$ cat src/rtl/wb_stage_if.sv
// Bus between the MEM stage / data memory and the write-back stage,
// including the register-file write port driven back to decode.
interface wb_stage_if #(
   parameter int unsigned XLEN = 64
);
   logic            mem_valid;
   logic [6:0]      mem_opcode;
   logic [4:0]      mem_rd;
   logic [2:0]      mem_func3;
   logic [XLEN-1:0] mem_alu_result;
   logic [XLEN-1:0] mem_pc_plus4;
   logic            dmem_rvalid;
   logic [XLEN-1:0] dmem_rdata;
   logic            wb_stall;
   logic [XLEN-1:0] wdata;
   logic [4:0]      wrd;
   logic [6:0]      wopcode;
   logic            wb_valid;
   logic [63:0]     instret;
   logic            load_timeout;

   modport master (
      output mem_valid, mem_opcode, mem_rd, mem_func3, mem_alu_result, mem_pc_plus4,
      output dmem_rvalid, dmem_rdata,
      input  wb_stall, wdata, wrd, wopcode, wb_valid, instret, load_timeout
   );

   modport slave (
      input  mem_valid, mem_opcode, mem_rd, mem_func3, mem_alu_result, mem_pc_plus4,
      input  dmem_rvalid, dmem_rdata,
      output wb_stall, wdata, wrd, wopcode, wb_valid, instret, load_timeout
   );
endinterface

$ cat src/rtl/wb_stage.sv
// RV64 write-back stage: retires MEM instructions, waits for load data,
// aligns/extends it and drives the register-file write port.
module wb_stage #(
   parameter int unsigned XLEN       = 64,
   parameter logic [6:0]  NOP_OPCODE = 7'b0010011,
   parameter int unsigned TIMEOUT    = 255
) (
   input logic       clk,
   input logic       rst,
   wb_stage_if.slave bus
);
   localparam logic [6:0] OP_LOAD  = 7'b0000011;
   localparam logic [7:0] TO_LIMIT = 8'(TIMEOUT);

   typedef enum logic [0:0] {IDLE, WAIT_LOAD} state_t;

   state_t          state_q, state_d;
   logic [7:0]      cnt_q, cnt_d;
   logic [4:0]      rd_q;
   logic [2:0]      f3_q;
   logic [2:0]      off_q;
   logic            capture;
   logic            timeout_set;
   logic [5:0]      shamt;
   logic [XLEN-1:0] shifted;
   logic [XLEN-1:0] load_val;
   logic [XLEN-1:0] wdata_d;
   logic [4:0]      wrd_d;
   logic [6:0]      wopcode_d;
   logic            valid_d;

   // Shift the target field down to bit 0, then extend by size/sign.
   always_comb begin
      unique case (f3_q)
         3'b000, 3'b100: shamt = {off_q, 3'b000};
         3'b001, 3'b101: shamt = {off_q[2:1], 4'b0000};
         3'b010, 3'b110: shamt = {off_q[2], 5'b00000};
         default:        shamt = '0;
      endcase
      shifted = bus.dmem_rdata >> shamt;
      unique case (f3_q)
         3'b000:  load_val = {{(XLEN-8){shifted[7]}}, shifted[7:0]};
         3'b100:  load_val = {{(XLEN-8){1'b0}}, shifted[7:0]};
         3'b001:  load_val = {{(XLEN-16){shifted[15]}}, shifted[15:0]};
         3'b101:  load_val = {{(XLEN-16){1'b0}}, shifted[15:0]};
         3'b010:  load_val = {{(XLEN-32){shifted[31]}}, shifted[31:0]};
         3'b110:  load_val = {{(XLEN-32){1'b0}}, shifted[31:0]};
         3'b011:  load_val = shifted;
         default: load_val = '0;
      endcase
   end

   always_comb begin
      state_d     = state_q;
      cnt_d       = cnt_q;
      capture     = 1'b0;
      timeout_set = 1'b0;
      wdata_d     = '0;
      wrd_d       = '0;
      wopcode_d   = NOP_OPCODE;
      valid_d     = 1'b0;
      unique case (state_q)
         IDLE: begin
            if (bus.mem_valid) begin
               if (bus.mem_opcode == OP_LOAD) begin
                  state_d = WAIT_LOAD;
                  cnt_d   = '0;
                  capture = 1'b1;
               end else begin
                  valid_d   = 1'b1;
                  wopcode_d = bus.mem_opcode;
                  unique case (bus.mem_opcode)
                     7'b0110011, 7'b0010011, 7'b0111011,
                     7'b0011011, 7'b0110111, 7'b0010111: begin
                        wrd_d   = bus.mem_rd;
                        wdata_d = bus.mem_alu_result;
                     end
                     7'b1101111, 7'b1100111: begin
                        wrd_d   = bus.mem_rd;
                        wdata_d = bus.mem_pc_plus4;
                     end
                     default: ;
                  endcase
               end
            end
         end
         WAIT_LOAD: begin
            if (bus.dmem_rvalid) begin
               state_d   = IDLE;
               valid_d   = 1'b1;
               wrd_d     = rd_q;
               wopcode_d = OP_LOAD;
               wdata_d   = load_val;
            end else if (cnt_q + 8'd1 == TO_LIMIT) begin
               state_d     = IDLE;
               valid_d     = 1'b1;
               wrd_d       = rd_q;
               wopcode_d   = OP_LOAD;
               timeout_set = 1'b1;
            end else begin
               cnt_d = cnt_q + 8'd1;
            end
         end
         default: state_d = IDLE;
      endcase
      // x0 is hardwired to zero whatever the source
      if (wrd_d == 5'd0) wdata_d = '0;
   end

   always_ff @(posedge clk or posedge rst) begin
      if (rst) begin
         state_q          <= IDLE;
         cnt_q            <= '0;
         rd_q             <= '0;
         f3_q             <= '0;
         off_q            <= '0;
         bus.wb_stall     <= 1'b0;
         bus.wdata        <= '0;
         bus.wrd          <= '0;
         bus.wopcode      <= NOP_OPCODE;
         bus.wb_valid     <= 1'b0;
         bus.instret      <= '0;
         bus.load_timeout <= 1'b0;
      end else begin
         state_q      <= state_d;
         cnt_q        <= cnt_d;
         bus.wb_stall <= (state_d == WAIT_LOAD);
         bus.wdata    <= wdata_d;
         bus.wrd      <= wrd_d;
         bus.wopcode  <= wopcode_d;
         bus.wb_valid <= valid_d;
         if (capture) begin
            rd_q  <= bus.mem_rd;
            f3_q  <= bus.mem_func3;
            off_q <= bus.mem_alu_result[2:0];
         end
         if (valid_d) bus.instret <= bus.instret + 64'd1;
         if (timeout_set) bus.load_timeout <= 1'b1;
      end
   end
endmodule

$ cat src/flat_wrapper.sv
// flat-port wrapper written by rule: the top's interface ports become plain ports
module wb_stage_flat 
#(
   parameter int unsigned XLEN       = 64,
   parameter logic [6:0]  NOP_OPCODE = 7'b0010011,
   parameter int unsigned TIMEOUT    = 255
)
  (clk, rst, bus_mem_valid, bus_mem_opcode, bus_mem_rd, bus_mem_func3, bus_mem_alu_result, bus_mem_pc_plus4, bus_dmem_rvalid, bus_dmem_rdata, bus_wb_stall, bus_wdata, bus_wrd, bus_wopcode, bus_wb_valid, bus_instret, bus_load_timeout);
  wb_stage_if #(.XLEN(XLEN)) bus_i ();
  input logic clk;
  input logic rst;
  input wire logic [$bits(bus_i.mem_valid)-1:0] bus_mem_valid;
  input wire logic [$bits(bus_i.mem_opcode)-1:0] bus_mem_opcode;
  input wire logic [$bits(bus_i.mem_rd)-1:0] bus_mem_rd;
  input wire logic [$bits(bus_i.mem_func3)-1:0] bus_mem_func3;
  input wire logic [$bits(bus_i.mem_alu_result)-1:0] bus_mem_alu_result;
  input wire logic [$bits(bus_i.mem_pc_plus4)-1:0] bus_mem_pc_plus4;
  input wire logic [$bits(bus_i.dmem_rvalid)-1:0] bus_dmem_rvalid;
  input wire logic [$bits(bus_i.dmem_rdata)-1:0] bus_dmem_rdata;
  output wire logic [$bits(bus_i.wb_stall)-1:0] bus_wb_stall;
  output wire logic [$bits(bus_i.wdata)-1:0] bus_wdata;
  output wire logic [$bits(bus_i.wrd)-1:0] bus_wrd;
  output wire logic [$bits(bus_i.wopcode)-1:0] bus_wopcode;
  output wire logic [$bits(bus_i.wb_valid)-1:0] bus_wb_valid;
  output wire logic [$bits(bus_i.instret)-1:0] bus_instret;
  output wire logic [$bits(bus_i.load_timeout)-1:0] bus_load_timeout;
  assign bus_i.mem_valid = bus_mem_valid;
  assign bus_i.mem_opcode = bus_mem_opcode;
  assign bus_i.mem_rd = bus_mem_rd;
  assign bus_i.mem_func3 = bus_mem_func3;
  assign bus_i.mem_alu_result = bus_mem_alu_result;
  assign bus_i.mem_pc_plus4 = bus_mem_pc_plus4;
  assign bus_i.dmem_rvalid = bus_dmem_rvalid;
  assign bus_i.dmem_rdata = bus_dmem_rdata;
  assign bus_wb_stall = bus_i.wb_stall;
  assign bus_wdata = bus_i.wdata;
  assign bus_wrd = bus_i.wrd;
  assign bus_wopcode = bus_i.wopcode;
  assign bus_wb_valid = bus_i.wb_valid;
  assign bus_instret = bus_i.instret;
  assign bus_load_timeout = bus_i.load_timeout;
  wb_stage #(.XLEN(XLEN), .NOP_OPCODE(NOP_OPCODE), .TIMEOUT(TIMEOUT)) u_core (.clk(clk), .rst(rst), .bus(bus_i));
endmodule
$ cat config.mk
export PLATFORM = sky130hd
export DESIGN_NAME = wb_stage_flat
export DESIGN_NICKNAME = d
export VERILOG_FILES = /design/src/rtl/wb_stage_if.sv /design/src/rtl/wb_stage.sv /design/src/flat_wrapper.sv
export SDC_FILE = /design/constraint.sdc
export NUM_CORES = 1
export LEC_CHECK = 0
export ABC_CLOCK_PERIOD_IN_PS = 12000
export CELL_PAD_IN_SITES_DETAIL_PLACEMENT = 0
export CELL_PAD_IN_SITES_GLOBAL_PLACEMENT = 2
export CORE_ASPECT_RATIO = 1.1
export CORE_MARGIN = 2
export CORE_UTILIZATION = 29
export CTS_BUF_LIST = sky130_fd_sc_hd__clkbuf_4 sky130_fd_sc_hd__clkbuf_8
export DETAILED_ROUTE_END_ITERATION = 12
export PLACE_DENSITY = 0.89
export SLEW_MARGIN = 30
export SYNTH_ARGS = -nofsm -noshare
export SYNTH_HDL_FRONTEND = slang
export SYNTH_SLANG_ARGS = --single-unit
$ cat constraint.sdc
create_clock -name clk -period 12 [get_ports clk]
set_clock_uncertainty 0.1 [all_clocks]
set_input_delay 3.6 -clock clk [delete_from_list [all_inputs] [get_ports clk]]
set_output_delay 3.6 -clock clk [all_outputs]
set_load 0.005 [all_outputs]
==> run metrics, run 1 <==
area of the die=33100 um^2; TritonCTS clock tree=built; minimum setup slack in the final design=5.30 ns; part of the cycle the worst path needs=55.8%; TritonCTS buffer count=17; power density over the cells=98.4 nW/um^2; Max Cap Viol=0; Worst path most repeated cell=sky130_fd_sc_hd__and3_1; highest-delay cell along the critical path=sky130_fd_sc_hd__or4_1; Comb pwr share=24.8%; largest stage delay on the critical path=0.61 ns; most common cell in the netlist=sky130_fd_sc_hd__dfrtp_1; Net Sw Frac=32.4%; complex-gate fraction of the synthesized area=19.6%; total setup buffers inserted after CTS=0; dominant combinational cell family by area after synthesis=compound AO/OA/AOI/OAI gates; count of flip-flops with a built-in enable after synthesis=0; count of pins over their slew limit=0; CTS clock-pin slew for the worst setup and hold paths=0.09 ns; number of cells upsized or downsized after cts=0; RePlAce Congestion=0.881; critical path peak fanout=48; Internal Dissipation=903 uW; area taken by flip-flops and latches=4060 um^2; Std-Cell Core Area=31300 um^2; share of Yosys cell area claimed by the top area cell type=43.3%; Simple-Gate Fraction of Synth Area=17.2%; number of synthesized register bits=162; unrepaired setup endpoints after global routing=false; series of cell instances along the critical path=clkdlybuf4s50_1 > or4_1 > o31ai_4 > buf_4 > nand2_1 > a31oi_4 > inv_4 > and3_1 > and3_1 > xor2_1; clock tree root buffer cell=sky130_fd_sc_hd__clkbuf_8; post-placement cell count=1676; number of hold-slack violations in the final timing report=0; outcome=finished, final reports clean; Most Crowded Layer GR=met2; total routed wirelength=37100 um; number of core rows=68; final setup violation count=0; initial standard-cell utilization of the core=29.4%; Post-Route Setup TNS=0 ns; kind of capture point of the worst setup path=flip-flop; clk buf depth=2; sw power=432 uW; required time at the endpoint of the critical path=12.25 ns; routing usage on met2=38.8%; startpoint-to-endpoint class of the critical path=in2reg; number of search-and-repair iterations in the first detailed-routing pass=7; sequential cell fraction of total power=45.7%; multi-input combinational cell area=4920 um^2; detail-routed net length per standard cell=21.7 um; horizontal die dimension=174 um; DP HPWL=28600 um; synthesized instance count=954; Final #Nets=1489; Max VDD drop=0.0630 mV; Total GRT Usage=22.2%; share of power burned in the clock network=29.6%; synthesized netlist net count=1168; proportion of register bits with asynchronous set or reset after synthesis=100%; vias in the first global route=9126; hold buffer count at CTS=0; number of filler cells placed in the layout=3105; Setup crit start kind=input port; post-synthesis mux area share=9.08%; critical path arrival=6.95 ns; Leakage Power=0.00526 uW; synth top area cells=sky130_fd_sc_hd__dfrtp_1, sky130_fd_sc_hd__a21oi_1, sky130_fd_sc_hd__xnor2_1; number of nets with antenna violations after detailed routing=0; fraction of layout instances using a drive strength above 1=7.69%; relative area change from synthesis to final layout=47.6%; share of synthesized area occupied by flip-flops and latches=44.2%; top cell types by occurrence after synthesis=sky130_fd_sc_hd__dfrtp_1, sky130_fd_sc_hd__a21oi_1, sky130_fd_sc_hd__nand2_1, sky130_fd_sc_hd__nor2_1, sky130_fd_sc_hd__clkbuf_1; Global Route met3 Usage=5.10%; wire length of the first global-routing pass=55200 um; Post-route DRC=0; area of the mapped netlist=9190 um^2; fin crit period=6.70 ns; Post-Place Worst Slack=4.80 ns; Port Buf Inserts=353; via count of the routed design=8859; deepest level of the CTS H-tree=4; cell taking the most area after synthesis=sky130_fd_sc_hd__dfrtp_1; xor/xnor share of the synthesized area=6.48%; remaining global-route overflow=0; adder and majority cell fraction of the synthesized area=0.408%; worst slew margin relative to its limit=39.7%; fmax=0.149 GHz; total number of clock tree sinks=162; number of antenna violations at the first check in global routing=1; ratio of routed vias to standard cells=5.18; Synthesis Warnings=0; met1 routing resource usage after global routing=26.7%; kind of path behind the tightest hold check=reg2reg; detailed router's first-iteration violation count=603; count of different cell masters after synthesis=63; largest net degree at the start of global routing=94; mean area per synthesized cell=9.63 um^2; most common flop cell mapped by yosys=sky130_fd_sc_hd__dfrtp_1; floorplan die height=191 um; Boundary Pins=354; Clk Latency, worst-skew pair=0.46 ns; final std cells w/o fill=1709; fraction of the core area covered by cells at the end of the flow=43.3%; Least-Margin Pin Slew=0.904 ns
## metrics by stage
stage	area (um^2)	hold WS, ns	power (uW)
after floorplan	9190	0.368	770
after global placement	13100	0.363	945
after detailed placement	13200	0.380	952
after CTS	13600	0.392	1350
after global routing	13600	0.411	1400
final	13600	0.386	1340
## final cells by class
class	count	share of cell area [%]
Multi-Input combinational cell	718	36.3
Sequential cell	162	29.9
Timing Repair Buffer	365	26.8
Tap cell	420	3.87
Clock buffer	19	1.84
Clock inverter	13	0.950
Inverter	11	0.378
Antenna cell	1	0.0184
## power groups by stage
stage,logic (uW),registers (uW),clock network (uW)
detailed placement,332,620,0
floorplan,164,606,0
global placement,326,619,0
finish,331,610,395
global route,358,615,430
CTS,333,610,407
## metal layers
metal	wire, um	share of wire (%)
met1	15300	41
met3	2430	6.5
met4	1060	2.9
met2	18300	49
met5	0	0
## critical path: cells and delay by family
kind | cells | cell delay, ns
xor+xnor | 1 | 0.13
simple gates | 4 | 1.29
compound gates | 2 | 0.76
buf+inv | 3 | 1.14
## worst paths after layout
path / to / startpoint / slack [ns] / depth (start not counted)
max in group asynchronous: u_core.bus.wdata[7] / rst / 7.12 / 3
max reg2reg: u_core.bus.wdata[21] / u_core.f3_q[0] / 8.16 / 7
min: u_core.bus.instret[59] / u_core.bus.instret[59] / 0.39 / 1
min reg2reg: u_core.bus.instret[59] / u_core.bus.instret[59] / 0.39 / 1
max: u_core.bus.instret[15] / bus_mem_opcode[3] / 5.30 / 10
min in group asynchronous: u_core.bus.instret[9] / rst / 3.51 / 2
## sequential cells by signal, summed over array words and instances (netlist names)
register / flops
u_core.f3_q: 3
u_core.rd_q: 5
u_core.bus.instret: 64
u_core.bus.wb_valid: 1
u_core.cnt_q: 8
u_core.bus.load_timeout: 1
u_core.bus.wdata: 64
u_core.bus.wopcode: 7
u_core.bus.wrd: 5
u_core.off_q: 3
u_core.bus.wb_stall: 1
## cell usage in the layout (no fill, tap or decap), drive strengths merged, types with 13 or more instances in the layout
cell type / count
nor2: 66
mux2i: 44
xnor2: 51
clkbuf: 19
a22oi: 54
o21ai: 21
inv: 14
clkdlybuf4s50: 353
nor3: 14
dfrtp: 159
a31oi: 13
a22o: 24
and3: 18
nand2: 98
nand3: 48
a21oi: 104
xor2: 17
mux2: 13
nand4: 14
nor2b: 15
## cells by family (layout without fill, tap and decap cells)
kind of cell	after synthesis	count (layout)
AO/OA/AOI/OAI	269	269
XOR/XNOR	68	68
adder cells (fa/ha/maj)	3	3
buffers and inverters	74	408
flip-flops	162	162
multiplexers	68	68
other	0	1
AND/OR/NAND/NOR	310	310
No activity file was read; power rests on OpenSTA's default activity.
==> inputs of run 2 (changes only) <==
Settings changed: ABC_CLOCK_PERIOD_IN_PS 12000 to 5800, CORE_UTILIZATION 29 to 24, PLACE_DENSITY 0.89 to 0.79.
Clock period 12 ns to 5.8 ns, I/O delays scaled along.
==> run 2 against run 1 <==
Effect of this change: sequential cell count unchanged; final cell count rose by 4.9%; sequential share of layout area decreased by 0.29 points; critical path depth down 2; final area increased by 0.98%; clock-buffer cell count did not move; first-iteration DRC count rose by 1.2%; setup slack worse by 3.8 ns; core utilization fell by 7.2 points; die area is 20% higher; hold slack got worse by 0.011 ns; non-clock buffer count grew 5; highest routed layer unchanged.
==> run metrics, run 2 (synthesis results as in run 1) <==
outcome=finished, final reports clean (unchanged); largest stage delay on the critical path=0.59 ns (was 0.61 ns); multi-input combinational cell area=4900 um^2 (was 4920 um^2); total number of clock tree sinks=162 (unchanged); hold buffer count at CTS=0 (unchanged); buffer and inverter count on the worst path=3 (unchanged); number of filler cells placed in the layout=3931 (was 3105); critical path arrival=4.55 ns (was 6.95 ns); commonest cells after routing, fill and taps aside=sky130_fd_sc_hd__clkdlybuf4s50_1, sky130_fd_sc_hd__dfrtp_1, sky130_fd_sc_hd__a21oi_1 (unchanged); Final #Nets=1494 (was 1489); Leakage Power=0.00529 uW (was 0.00526 uW); kind of path behind the tightest hold check=reg2reg (unchanged); Std-Cell Core Area=37900 um^2 (was 31300 um^2); Total GRT Usage=19.2% (was 22.2%); total routed wirelength=39200 um (was 37100 um); number of cells upsized or downsized after cts=0 (unchanged); number of hold-slack violations in the final timing report=0 (unchanged); area taken by flip-flops and latches=4060 um^2 (unchanged); Port Buf Inserts=353 (unchanged); largest net degree at the start of global routing=71 (was 94); most common cell after layout, fill and taps aside=sky130_fd_sc_hd__clkdlybuf4s50_1 (unchanged); wire length of the first global-routing pass=56700 um (was 55200 um); CTS clock-pin slew for the worst setup and hold paths=0.10 ns (was 0.09 ns); detail-routed net length per standard cell=21.9 um (was 21.7 um); startpoint-to-endpoint class of the critical path=in2reg (unchanged); fraction of layout instances using a drive strength above 1=7.97% (was 7.69%); number of antenna violations at the first check in global routing=0 (was 1); Least-Margin Pin Slew=0.912 ns (was 0.904 ns); Internal Dissipation=1840 uW (was 903 uW); Post-route DRC=0 (unchanged); part of the cycle the worst path needs=74.5%; clk buf depth=2 (unchanged); fmax=0.232 GHz; beginning of the worst register-to-register path=u_core.f3_q[0] (unchanged); number of search-and-repair iterations in the first detailed-routing pass=6 (was 7); deepest level of the CTS H-tree=4 (unchanged); detailed router's first-iteration violation count=610 (was 603); via count of the routed design=8880 (was 8859); share of power burned in the clock network=28.7% (was 29.6%); required time at the endpoint of the critical path=6.03 ns (was 12.25 ns); clock tree root buffer cell=sky130_fd_sc_hd__clkbuf_8 (unchanged); worst slew margin relative to its limit=39.2% (was 39.7%); TritonCTS clock tree=built (unchanged); count of pins over their slew limit=0 (unchanged); number of core rows=75 (was 68); final std cells w/o fill=1793 (was 1709); final setup violation count=0 (unchanged); remaining global-route overflow=0 (unchanged); Post-Route Setup TNS=0 ns (unchanged); RePlAce Congestion=0.832 (was 0.881); kind of cell adding the most delay to the critical path=buffers and inverters (was simple AND/OR/NAND/NOR gates); total setup buffers inserted after CTS=0 (unchanged); post-placement cell count=1761 (was 1676); startpoint of the worst hold path=u_core.bus.instret[63] (was u_core.bus.instret[59]); number of nets with antenna violations after detailed routing=0 (unchanged); Max Cap Viol=0 (unchanged); floorplan die height=209 um (was 191 um); area of the die=39900 um^2 (was 33100 um^2); relative area change from synthesis to final layout=49.1% (was 47.6%); Net Sw Frac=33.3% (was 32.4%); unrepaired setup endpoints after global routing=false (unchanged); horizontal die dimension=191 um (was 174 um); Clk Latency, worst-skew pair=0.46 ns (about the same); initial standard-cell utilization of the core=24.2% (was 29.4%); DP HPWL=30400 um (was 28600 um); vias in the first global route=8934 (was 9126); Comb pwr share=25.6% (was 24.8%); ratio of routed vias to standard cells=4.95 (was 5.18); Crit. Startpoint=bus_mem_opcode[2] (was bus_mem_opcode[3]); Worst path most repeated cell=sky130_fd_sc_hd__nor2_1 (was sky130_fd_sc_hd__and3_1); registers with the most flip-flops=u_core.bus.instret: 64 flops, u_core.bus.wdata: 64 flops, u_core.cnt_q: 8 flops (unchanged); series of cell instances along the critical path=clkdlybuf4s50_1 > or4_1 > o31ai_4 > buf_4 > nor2_1 > a22oi_2 > buf_12 > nor2_1 (was clkdlybuf4s50_1 > or4_1 > o31ai_4 > buf_4 > nand2_1 > a31oi_4 > inv_4 > and3_1 > and3_1 > xor2_1); Max VDD drop=0.127 mV (was 0.0630 mV); diode insertion count for antenna repair=0 (was 1); Boundary Pins=354 (unchanged); power density over the cells=201 nW/um^2 (was 98.4 nW/um^2); fin crit period=4.32 ns; highest-delay cell along the critical path=sky130_fd_sc_hd__or4_1 (unchanged); critical path peak fanout=64 (was 48); sequential cell fraction of total power=45.7% (about the same); kind of capture point of the worst setup path=flip-flop (unchanged); TritonCTS buffer count=17 (unchanged); sw power=916 uW (was 432 uW); Setup crit start kind=input port (unchanged)
## run 2: cell types whose count changed in the layout (fill, tap and decap cells not counted), sizes merged
cell | previous run | this run
diode | 1 | 0
clkinv | 3 | 5
buf | 12 | 17
inv | 14 | 13
bufinv | 1 | 0
## run 2: cell type report
type,count,share of cell area [%]
Timing Repair Buffer,370,27.1
Sequential cell,162,29.6
Clock buffer,19,1.86
Clock inverter,13,0.749
Tap cell,500,4.57
Multi-Input combinational cell,718,35.8
Inverter,11,0.347
## run 2: final timing paths
kind	slack [ns]	end	cells after the start
max	1.48	u_core.bus.wdata[0]	8
min	0.38	u_core.bus.instret[63]	1
max reg2reg	2.25	u_core.bus.wdata[2]	8
min reg2reg	0.38	u_core.bus.instret[63]	1
max in group asynchronous	3.06	u_core.bus.wdata[57]	3
min in group asynchronous	1.68	u_core.bus.wopcode[5]	2
## run 2: stage by stage
stage	area (um^2)	setup slack, ns	hold WS, ns	total power [uW]	utilization, %
6_report	13700	1.48	0.376	2750	36.1
5_1_grt	13700	1.32	0.388	2890	36.1
4_1_cts	13700	1.44	0.381	2790	36.1
3_5_place_dp	13300	0.954	0.363	1990	35.2
3_3_place_gp	13300	0.991	0.361	1980	35.2
2_1_floorplan	9190	1.80	0.368	1590	-
## run 2: worst register-to-register path: cells and delay by family (launching register included)
kind / cells / cell delay (ns)
and+or+nand+nor: 3 / 0.79
buffers and inverters: 1 / 0.64
muxes: 2 / 0.59
AOI/OAI and AO/OA: 2 / 0.62
DFF: 1 / 0.73
## run 2: power by group through the flow
stage	Sequential, uW	Combinational (uW)	Clock [uW]
5_1_grt	1270	760	864
4_1_cts	1260	711	817
6_report	1260	705	789
3_3_place_gp	1280	703	0
3_5_place_dp	1280	708	0
2_1_floorplan	1250	340	0
## run 2: routing by layer
| layer | GRT usage (%) | share of wire, % | wire, um | vias to the layer above |
|---|---|---|---|---|
| met5 | 0 | 0 | 0 | - |
| met2 | 32.5 | 48 | 18900 | 384 |
| met3 | 5.12 | 7.9 | 3120 | 45 |
| li1 | - | - | - | 4148 |
| met1 | 23.8 | 41 | 16100 | 4303 |
| met4 | 6.09 | 2.8 | 1100 | 0 |
==> inputs of run 3 (changes only) <==
Settings changed: ABC_CLOCK_PERIOD_IN_PS 5800 to 4000, CORE_UTILIZATION 24 to 27, PLACE_DENSITY 0.79 to 0.84.
Clock period 5.8 ns to 4 ns, I/O delays scaled along.
==> run 3 against run 2 <==
Effect of this change: critical path depth is 1 higher; hold slack improved by 0.018 ns; sequential power grew 44%; clock-buffer cell count fell by 1; wire length down 0.74%; non-clock buffer count grew 21; sequential share of layout area fell by 0.36 points; setup slack worse by 0.84 ns; first-iteration DRC count is 9.0% higher; critical path type unchanged.
==> run metrics, run 3 (synthesis results as in run 1) <==
commonest cells after routing, fill and taps aside=sky130_fd_sc_hd__clkdlybuf4s50_1, sky130_fd_sc_hd__dfrtp_1, sky130_fd_sc_hd__a21oi_1 (unchanged); outcome=finished, final reports clean (unchanged); Worst path most repeated cell=sky130_fd_sc_hd__and3_1 (was sky130_fd_sc_hd__nor2_1); number of core rows=70 (was 75); horizontal die dimension=180 um (was 191 um); hold buffer count at CTS=0 (unchanged); cell area after placement=13500 um^2 (was 13300 um^2); registers with the most flip-flops=u_core.bus.instret: 64 flops, u_core.bus.wdata: 64 flops, u_core.cnt_q: 8 flops (unchanged); kind of cell adding the most delay to the critical path=simple AND/OR/NAND/NOR gates (was buffers and inverters); wire length of the first global-routing pass=57700 um (was 56700 um); critical path arrival=3.61 ns (was 4.55 ns); Port Buf Inserts=353 (unchanged); number of nets with antenna violations after detailed routing=0 (unchanged); number of antenna violations at the first check in global routing=0 (unchanged); detail-routed net length per standard cell=22.3 um (was 21.9 um); met3 wire len=2720 um (was 3120 um); RePlAce Congestion=0.867 (was 0.832); fmax=0.297 GHz; total setup buffers inserted after CTS=0 (unchanged); critical path peak fanout=10 (was 64); buffer and inverter count on the worst path=2 (was 3); series of cell instances along the critical path=clkdlybuf4s50_1 > or4_1 > o31ai_4 > nand2_1 > a31oi_4 > inv_4 > and3_1 > and3_1 > xor2_1 (was clkdlybuf4s50_1 > or4_1 > o31ai_4 > buf_4 > nor2_1 > a22oi_2 > buf_12 > nor2_1); initial standard-cell utilization of the core=27.5% (was 24.2%); deepest level of the CTS H-tree=4 (unchanged); Post-route DRC=0 (unchanged); floorplan die height=197 um (was 209 um); kind of capture point of the worst setup path=flip-flop (unchanged); largest net degree at the start of global routing=100 (was 71); area of the die=35500 um^2 (was 39900 um^2); Max VDD drop=0.201 mV (was 0.127 mV); clock tree root buffer cell=sky130_fd_sc_hd__clkbuf_8 (unchanged); number of hold-slack violations in the final timing report=0 (unchanged); number of cells upsized or downsized after cts=0 (unchanged); part of the cycle the worst path needs=84.0%; remaining global-route overflow=0 (unchanged); Comb pwr share=25.2% (was 25.6%); Clk Latency, worst-skew pair=0.47 ns (was 0.46 ns); detailed router's first-iteration violation count=665 (was 610); Max Cap Viol=0 (unchanged); unrepaired setup endpoints after global routing=false (unchanged); largest stage delay on the critical path=0.63 ns (was 0.59 ns); Leakage Power=0.00544 uW (was 0.00529 uW); Final Cell Area=13900 um^2 (was 13700 um^2); CTS clock-pin slew for the worst setup and hold paths=0.11 ns (was 0.10 ns); diode insertion count for antenna repair=0 (unchanged); TritonCTS clock tree=built (unchanged); vias in the first global route=9150 (was 8934); top layer used by detailed routing=met4 (unchanged); final setup violation count=0 (unchanged); Least-Margin Pin Slew=0.854 ns (was 0.912 ns); worst slew margin relative to its limit=42.3% (was 39.2%); fin crit period=3.36 ns; DP HPWL=30400 um (about the same); Boundary Pins=354 (unchanged); via count of the routed design=9054 (was 8880); fraction of layout instances using a drive strength above 1=9.36% (was 7.97%); share of power burned in the clock network=31.4% (was 28.7%); relative area change from synthesis to final layout=50.9% (was 49.1%); total number of clock tree sinks=162 (unchanged); fraction of the core area covered by cells at the end of the flow=41.6% (was 36.1%); Std-Cell Core Area=33400 um^2 (was 37900 um^2); area taken by flip-flops and latches=4060 um^2 (unchanged); total routed wirelength=38900 um (was 39200 um); routed length on met1=16100 um (about the same); most common cell after layout, fill and taps aside=sky130_fd_sc_hd__clkdlybuf4s50_1 (unchanged); TritonCTS buffer count=17 (unchanged); number of filler cells placed in the layout=3313 (was 3931); multi-input combinational cell area=4900 um^2 (about the same); startpoint-to-endpoint class of the critical path=in2reg (unchanged); Setup crit start kind=input port (unchanged); sw power=1360 uW (was 916 uW); Post-Route Setup TNS=0 ns (unchanged); required time at the endpoint of the critical path=4.25 ns (was 6.03 ns); kind of path behind the tightest hold check=reg2reg (unchanged); clk buf depth=2 (unchanged); Net Sw Frac=32.6% (was 33.3%); Total GRT Usage=21.6% (was 19.2%); routed wl met2=19000 um (was 18900 um); ratio of routed vias to standard cells=5.19 (was 4.95); highest-delay cell along the critical path=sky130_fd_sc_hd__or4_1 (unchanged); count of pins over their slew limit=0 (unchanged); power density over the cells=301 nW/um^2 (was 201 nW/um^2); Internal Dissipation=2810 uW (was 1840 uW); sequential cell fraction of total power=43.4% (was 45.7%); number of search-and-repair iterations in the first detailed-routing pass=5 (was 6); Final #Nets=1515 (was 1494)
[run 3: cell count changes in the layout (fill, tap and decap cells not counted)]
cell,delta
sky130_fd_sc_hd__o31ai_1,+1
sky130_fd_sc_hd__bufinv_16,+2
sky130_fd_sc_hd__clkinv_4,-1
sky130_fd_sc_hd__clkbuf_8,-1
sky130_fd_sc_hd__buf_12,+4
sky130_fd_sc_hd__buf_4,+17
sky130_fd_sc_hd__clkinv_2,-1
sky130_fd_sc_hd__inv_8,+2
sky130_fd_sc_hd__o31ai_2,-1
sky130_fd_sc_hd__clkinvlp_4,-4
sky130_fd_sc_hd__inv_6,+3
[run 3: path summary, 6_finish.rpt]
| kind | start | endpoint | slack (ns) | cells after the start |
|---|---|---|---|---|
| min reg2reg | u_core.bus.instret[51] | u_core.bus.instret[51] | 0.39 | 1 |
| max | bus_mem_opcode[2] | u_core.bus.instret[15] | 0.64 | 9 |
| max in group asynchronous | rst | u_core.bus.wdata[22] | 2.15 | 3 |
| min | u_core.bus.instret[51] | u_core.bus.instret[51] | 0.39 | 1 |
| min in group asynchronous | rst | u_core.bus.instret[18] | 1.10 | 3 |
| max reg2reg | u_core.cnt_q[1] | u_core.bus.instret[40] | 0.91 | 9 |
[run 3: routing by layer]
layer	up-vias	global-route usage (%)
met2	405	36.8
met1	4415	26.8
met3	46	5.51
met5	-	0
met4	0	7.11
li1	4188	-
[run 3: stage by stage]
stage	worst slack [ns]	instances	hold WS (ns)	power, uW
global route	0.572	1746	0.406	4390
finish	0.638	1746	0.393	4180
CTS	0.684	1746	0.397	4220
detailed placement	0.185	1714	0.382	2900
global placement	0.213	1714	0.378	2890
floorplan	0.536	954	0.368	2310
[run 3: power by group through the flow]
stage / clock (uW) / combinational (uW) / sequential (uW)
after floorplan: 0 / 493 / 1820
after global placement: 0 / 1050 / 1840
after detailed placement: 0 / 1060 / 1840
after CTS: 1350 / 1060 / 1810
after global routing: 1430 / 1130 / 1830
final: 1310 / 1050 / 1810
[run 3: final cells by class]
| cell class | instances | area share (%) |
|---|---|---|
| Tap cell | 432 | 3.90 |
| Clock inverter | 14 | 1.21 |
| Multi-Input combinational cell | 718 | 35.3 |
| Sequential cell | 162 | 29.3 |
| Clock buffer | 18 | 1.74 |
| Inverter | 11 | 0.343 |
| Timing Repair Buffer | 391 | 28.3 |
